File: src/rtl/stopwatch_ctrl_if.sv
// Command/status bundle between the stopwatch sequencer and its controller.
// Signal names match the board-level names used by the display chain.
interface stopwatch_ctrl_if #(
  parameter int DIGITS = 4
);
  logic                  Start;
  logic                  Stop;
  logic                  Clear;
  logic                  Down;
  logic [4*DIGITS-1:0]   Load;
  logic [4*DIGITS-1:0]   Digits;
  logic                  Tick;
  logic                  Running;
  logic                  Done;
  logic [1:0]            State;

  modport master (
    output Start, Stop, Clear, Down, Load,
    input  Digits, Tick, Running, Done, State
  );

  modport slave (
    input  Start, Stop, Clear, Down, Load,
    output Digits, Tick, Running, Done, State
  );
endinterface

File: src/rtl/stopwatch_ctrl.sv
// Stopwatch / countdown sequencer: 1 Hz prescaler, DIGITS-wide BCD counter
// and a 4-state start/stop/clear FSM.
module stopwatch_ctrl #(
  parameter int TICK_DIV = 50000000,
  parameter int DIGITS   = 4
) (
  input  logic             CLOCK_50,
  input  logic             Reset,
  stopwatch_ctrl_if.slave  sw
);
  localparam int W  = 4 * DIGITS;
  localparam int PW = $clog2(TICK_DIV);
  localparam logic [PW-1:0] PRESC_MAX = PW'(TICK_DIV - 1);

  typedef enum logic [1:0] {
    IDLE  = 2'd0,
    RUN   = 2'd1,
    PAUSE = 2'd2,
    DONE  = 2'd3
  } state_t;

  state_t          state_reg, state_next;
  logic [PW-1:0]   presc_reg, presc_next;
  logic [W-1:0]    digits_reg, digits_next;
  logic            dir_reg, dir_next;
  logic            tick_reg, tick_next;

  logic [W-1:0]    load_clamped;
  logic [W-1:0]    inc_val;
  logic [W-1:0]    dec_val;
  logic [DIGITS-1:0] carry;
  logic [DIGITS-1:0] borrow;

  assign carry[0]  = 1'b1;
  assign borrow[0] = 1'b1;

  // Per-digit clamp, ripple-carry increment and ripple-borrow decrement.
  generate
    for (genvar gi = 0; gi < DIGITS; gi++) begin : g_digit
      logic [3:0] ld;
      logic [3:0] cur;
      assign ld  = sw.Load[gi*4 +: 4];
      assign cur = digits_reg[gi*4 +: 4];
      assign load_clamped[gi*4 +: 4] = (ld > 4'd9) ? 4'd9 : ld;
      assign inc_val[gi*4 +: 4] = !carry[gi]  ? cur :
                                  (cur == 4'd9) ? 4'd0 : cur + 4'd1;
      assign dec_val[gi*4 +: 4] = !borrow[gi] ? cur :
                                  (cur == 4'd0) ? 4'd9 : cur - 4'd1;
      if (gi < DIGITS - 1) begin : g_chain
        assign carry[gi+1]  = carry[gi]  && (cur == 4'd9);
        assign borrow[gi+1] = borrow[gi] && (cur == 4'd0);
      end
    end
  endgenerate

  always_ff @(posedge CLOCK_50) begin
    if (Reset) begin
      state_reg  <= IDLE;
      presc_reg  <= '0;
      digits_reg <= '0;
      dir_reg    <= 1'b0;
      tick_reg   <= 1'b0;
    end else begin
      state_reg  <= state_next;
      presc_reg  <= presc_next;
      digits_reg <= digits_next;
      dir_reg    <= dir_next;
      tick_reg   <= tick_next;
    end
  end

  always_comb begin
    state_next  = state_reg;
    presc_next  = presc_reg;
    digits_next = digits_reg;
    dir_next    = dir_reg;
    tick_next   = 1'b0;

    if (sw.Clear) begin
      state_next  = IDLE;
      presc_next  = '0;
      digits_next = '0;
    end else begin
      unique case (state_reg)
        IDLE: begin
          if (sw.Start) begin
            dir_next   = sw.Down;
            presc_next = '0;
            state_next = RUN;
            if (sw.Down) begin
              digits_next = load_clamped;
              if (load_clamped == '0) state_next = DONE;
            end
          end
        end
        RUN: begin
          // Stop outranks the wrap: the prescaler is left at its current value.
          if (sw.Stop) begin
            state_next = PAUSE;
          end else if (presc_reg == PRESC_MAX) begin
            presc_next = '0;
            tick_next  = 1'b1;
            if (dir_reg) begin
              digits_next = dec_val;
              if (dec_val == '0) state_next = DONE;
            end else begin
              digits_next = inc_val;
            end
          end else begin
            presc_next = presc_reg + PW'(1);
          end
        end
        PAUSE: begin
          if (sw.Start) state_next = RUN;
        end
        DONE: begin
          state_next = DONE;
        end
        default: state_next = IDLE;
      endcase
    end
  end

  assign sw.Digits  = digits_reg;
  assign sw.Tick    = tick_reg;
  assign sw.Running = (state_reg == RUN);
  assign sw.Done    = (state_reg == DONE);
  assign sw.State   = state_reg;
endmodule

File: src/flat_wrapper.sv
// flat-port wrapper written by rule: the top's interface ports become plain ports
module stopwatch_ctrl_flat 
#(
  parameter int TICK_DIV = 50000000,
  parameter int DIGITS   = 4
)
  (CLOCK_50, Reset, sw_Start, sw_Stop, sw_Clear, sw_Down, sw_Load, sw_Digits, sw_Tick, sw_Running, sw_Done, sw_State);
  stopwatch_ctrl_if #(.DIGITS(DIGITS)) sw_i ();
  input  logic CLOCK_50;
  input  logic Reset;
  input wire logic [$bits(sw_i.Start)-1:0] sw_Start;
  input wire logic [$bits(sw_i.Stop)-1:0] sw_Stop;
  input wire logic [$bits(sw_i.Clear)-1:0] sw_Clear;
  input wire logic [$bits(sw_i.Down)-1:0] sw_Down;
  input wire logic [$bits(sw_i.Load)-1:0] sw_Load;
  output wire logic [$bits(sw_i.Digits)-1:0] sw_Digits;
  output wire logic [$bits(sw_i.Tick)-1:0] sw_Tick;
  output wire logic [$bits(sw_i.Running)-1:0] sw_Running;
  output wire logic [$bits(sw_i.Done)-1:0] sw_Done;
  output wire logic [$bits(sw_i.State)-1:0] sw_State;
  assign sw_i.Start = sw_Start;
  assign sw_i.Stop = sw_Stop;
  assign sw_i.Clear = sw_Clear;
  assign sw_i.Down = sw_Down;
  assign sw_i.Load = sw_Load;
  assign sw_Digits = sw_i.Digits;
  assign sw_Tick = sw_i.Tick;
  assign sw_Running = sw_i.Running;
  assign sw_Done = sw_i.Done;
  assign sw_State = sw_i.State;
  stopwatch_ctrl #(.TICK_DIV(TICK_DIV), .DIGITS(DIGITS)) u_core (.CLOCK_50(CLOCK_50), .Reset(Reset), .sw(sw_i));
endmodule
File: config.mk
export PLATFORM = sky130hd
export DESIGN_NAME = stopwatch_ctrl_flat
export DESIGN_NICKNAME = d
export VERILOG_FILES = /design/src/rtl/stopwatch_ctrl_if.sv /design/src/rtl/stopwatch_ctrl.sv /design/src/flat_wrapper.sv
export SDC_FILE = /design/constraint.sdc
export NUM_CORES = 1
export LEC_CHECK = 0
export ABC_AREA = 1
export BUFFER_PORTS_ARGS = -buffer_cell sky130_fd_sc_hd__buf_2
export CORE_UTILIZATION = 25
export CTS_CLUSTER_SIZE = 20
export DETAILED_ROUTE_END_ITERATION = 8
export PLACE_DENSITY = 0.42
export SETUP_SLACK_MARGIN = 0.2
export SYNTH_ARGS = -nofsm -noshare
export SYNTH_HDL_FRONTEND = slang
export SYNTH_SLANG_ARGS = --single-unit
File: constraint.sdc
create_clock -name CLOCK_50 -period 3.4 [get_ports CLOCK_50]
set_input_delay 0.17 -clock CLOCK_50 [delete_from_list [all_inputs] [get_ports CLOCK_50]]
set_output_delay 0.17 -clock CLOCK_50 [all_outputs]
set_load 0.02 [all_outputs]
==> results.tsv <==
stage	metric	value	unit
synth	Post-synth EDFFs	0	
floorplan	Cell Rows	41	
setup_path	Setup crit end kind	register	
synth	Synth cell types	44	
cells_and_area	Design Area, Final	3790	um2
power	total power	1.41	mW
detailed_routing	Vias	3493	
power	Sw Pwr	0.432	mW
floorplan	DIE AREA	13400	um2
synth	Yosys reg bits	46	
setup_path	Worst EP required	3.59	ns
power	leakage	1.59	nW
detailed_routing	First-pass DRT Iterations	4	
detailed_routing	Detailed Route Iter0 Violations	219	
power	Int Pwr	0.982	mW
clock_tree	CTS tree	yes	
synth	most frequent cell after synthesis	nand2_1	
floorplan	Starting Density	0.256	
clock_tree	CTS buffer count	5	
global_routing	global-route wire length before repair	16300	um
timing	final period demand of the worst path	2.51	ns
setup_path	CP max stage delay	0.44	ns
timing	Rel. slew slack	0.563	
synth	Post-synth top cells	nand2_1, nor2_1, inv_1	
power	switching share of power	0.306	
timing	final hold slack	0.0518	ns
power	Clk pwr share	0.416	
synth	Synth Instances	525	
synth	syn nets	548	
worst_hold_path	Hold Path Class	in -> reg	
cells_and_area	final core occ	0.300	
global_routing	GRT Overall Usage	0.158	
synth	syn_area_per_cell	6.15	um2
cells_and_area	Layout area overhead	17.2	%
floorplan	Die Wd	116	um
timing	Worst Tran Pin Value	0.655	ns
setup_path	Max stage delay cell, worst path	dfxtp_1	
cells_and_area	fin cells	738	
setup_path	crit path DAT	2.70	ns
timing	Final TNS setup	0	ns
power	logic gate share of total power	0.182	
synth	top post-synthesis cells by area	dfxtp_1, nand2_1, nor2_1	
clock_tree	CTS sink cnt	46	
timing	fmax	0.398	GHz
synth	Synth top area share	0.285	
clock_tree	Reg clk slew, reported paths	0.07	ns
global_routing	vias in the first global route	3331	
detailed_routing	Detail Route Antenna Nets	0	
place	pre-CTS WS	0.935	ns
place	Area after DPL	3610	um2
synth	Synth Cell Area	3230	um2
power	Pwr per Cell Area	373	nW/um2
cells_and_area	max reg flops	26	
setup_path	CP Max Fanout	22	
power	VDD IR max	0.253	mV
place	Placer Congestion	0.874	
clock_tree	hold buffers post-CTS	0	
clock_tree	root buffer selected by CTS	clkbuf_16	
floorplan	Core ar.	12600	um2
synth	Syn. warnings	0	
detailed_routing	DRC violations left	0	
cells_and_area	antenna fix cells	0	
place	placed wire-length estimate	8030	um
timing	fin crit share	0.739	
cells_and_area	Nets	588	
timing	Final setup viols	0	
global_routing	grt ovf	0	
setup_path	CP startpoint kind	register	
job	Max-Cap Viols	0	
place	Port Buffer Count	42	
timing	Slew Limit Fails	0	
detailed_routing	final wirelength	10200	um
place	dpl cells	730	
clock_tree	H-tree Lvls	2	
synth	cell taking the most area after synthesis	dfxtp_1	
detailed_routing	vias per inst	4.73	
floorplan	IO Count	43	
clock_tree	PostCTS Resize Cnt	0	
timing	Setup Skew	0.0110	ns
synth	sequential area share after synthesis	0.285	
timing	RSZ-0062 raised after global routing	false	
synth	fraction of registers with async set/reset	0	
cells_and_area	fraction of layout cells with a size suffix above 1	0.148	
setup_path	CP dominant cell by count	nor2_4	
timing	Final WS setup	0.889	ns
floorplan	die height	116	um
setup_path	worst-path cell chain	inv_2 -> nor2_4 -> inv_1 -> nor2_4 -> o21ai_0 -> nand4_1 -> a21oi_1 -> o21a_1	
power	Seq pwr share	0.402	
clock_tree	clock latency at the later pin of the worst-skew pair	0.30	ns
clock_tree	Post-CTS Setup Bufs	0	
global_routing	initial antenna violation count	0	
timing	final hold vios	0	
detailed_routing	detail-routed net length per standard cell	13.8	um
outcome	status	complete, no violations	
synth	Top FF cell, synth	dfxtp_1	
setup_path	WS Path Type	reg -> reg	
global_routing	largest net degree at the start of global routing	23	
clock_tree	CTS Buffer Depth	2	
## cells by family after synthesis
| group | synth area share |
|---|---|
| xor gates and xnor gates | 0.0163 |
| and+or+nand+nor | 0.442 |
| AOI/OAI and AO/OA | 0.163 |
| adders and majority gates | 0.00387 |
| DFF | 0.285 |
| buffers and inverters | 0.0899 |
## final timing paths
kind | start | to | slack [ns] | depth (start not counted)
setup / recovery | u_core.sw.State[0] | u_core.sw.Digits[14] | 0.89 | 8
hold / removal | Reset | u_core.dir_reg | 0.05 | 2
setup reg to reg | u_core.sw.State[0] | u_core.sw.Digits[14] | 0.89 | 8
hold reg to reg | u_core.presc_reg[20] | u_core.presc_reg[20] | 0.49 | 1
## power groups by stage
stage | sequential, mW | combinational (mW) | clock (mW)
2_1_floorplan | 0.583 | 0.180 | 0
4_1_cts | 0.569 | 0.260 | 0.603
6_report | 0.569 | 0.257 | 0.588
3_5_place_dp | 0.581 | 0.259 | 0
3_3_place_gp | 0.582 | 0.260 | 0
5_1_grt | 0.571 | 0.290 | 0.623
## per-layer routing
layer / wire, um / GRT usage / vias to the layer above
met4: 172 / 0.0496 / 0
li1: - / - / 1822
met5: 0 / 0 / -
met3: 481 / 0.0246 / 14
met2: 4830 / 0.283 / 89
met1: 4700 / 0.194 / 1568
## cell usage in the layout, fill, tap and decap left out, types with 2 or more instances in the layout
cell type / n
nand2_1: 120
nor2_1: 75
inv_1: 61
dfxtp_1: 46
nand3_1: 44
buf_2: 42
a21oi_1: 40
nor3_1: 24
o21ai_0: 19
nand4_1: 10
nand2_2: 8
nor2_2: 7
xor2_1: 6
nor4_1: 6
o21a_1: 5
clkbuf_16: 5
nor2_4: 4
a211oi_1: 4
nor3_2: 3
a221oi_1: 3
or2_2: 3
inv_2: 2
o221ai_1: 2
o31ai_1: 2
nand3_2: 2
a31oi_1: 2
## worst max-delay path: cells and delay by family, from the launching register on
kind / cells / cell delay [ns]
flip-flops: 1 / 0.44
buffers and inverters: 2 / 0.50
AND/OR/NAND/NOR: 3 / 1.03
AO/OA/AOI/OAI: 3 / 0.43
## cell type report
class	instances	area (um2)
well taps	172	215
repair buffers	43	218
multi-input cells	405	2020
fillers	1452	8830
clock buffers	5	125
clock inverters	3	48.8
flip-flops and latches	46	921
inverters	64	240
Note: power is estimated with default switching activity, not from simulation.
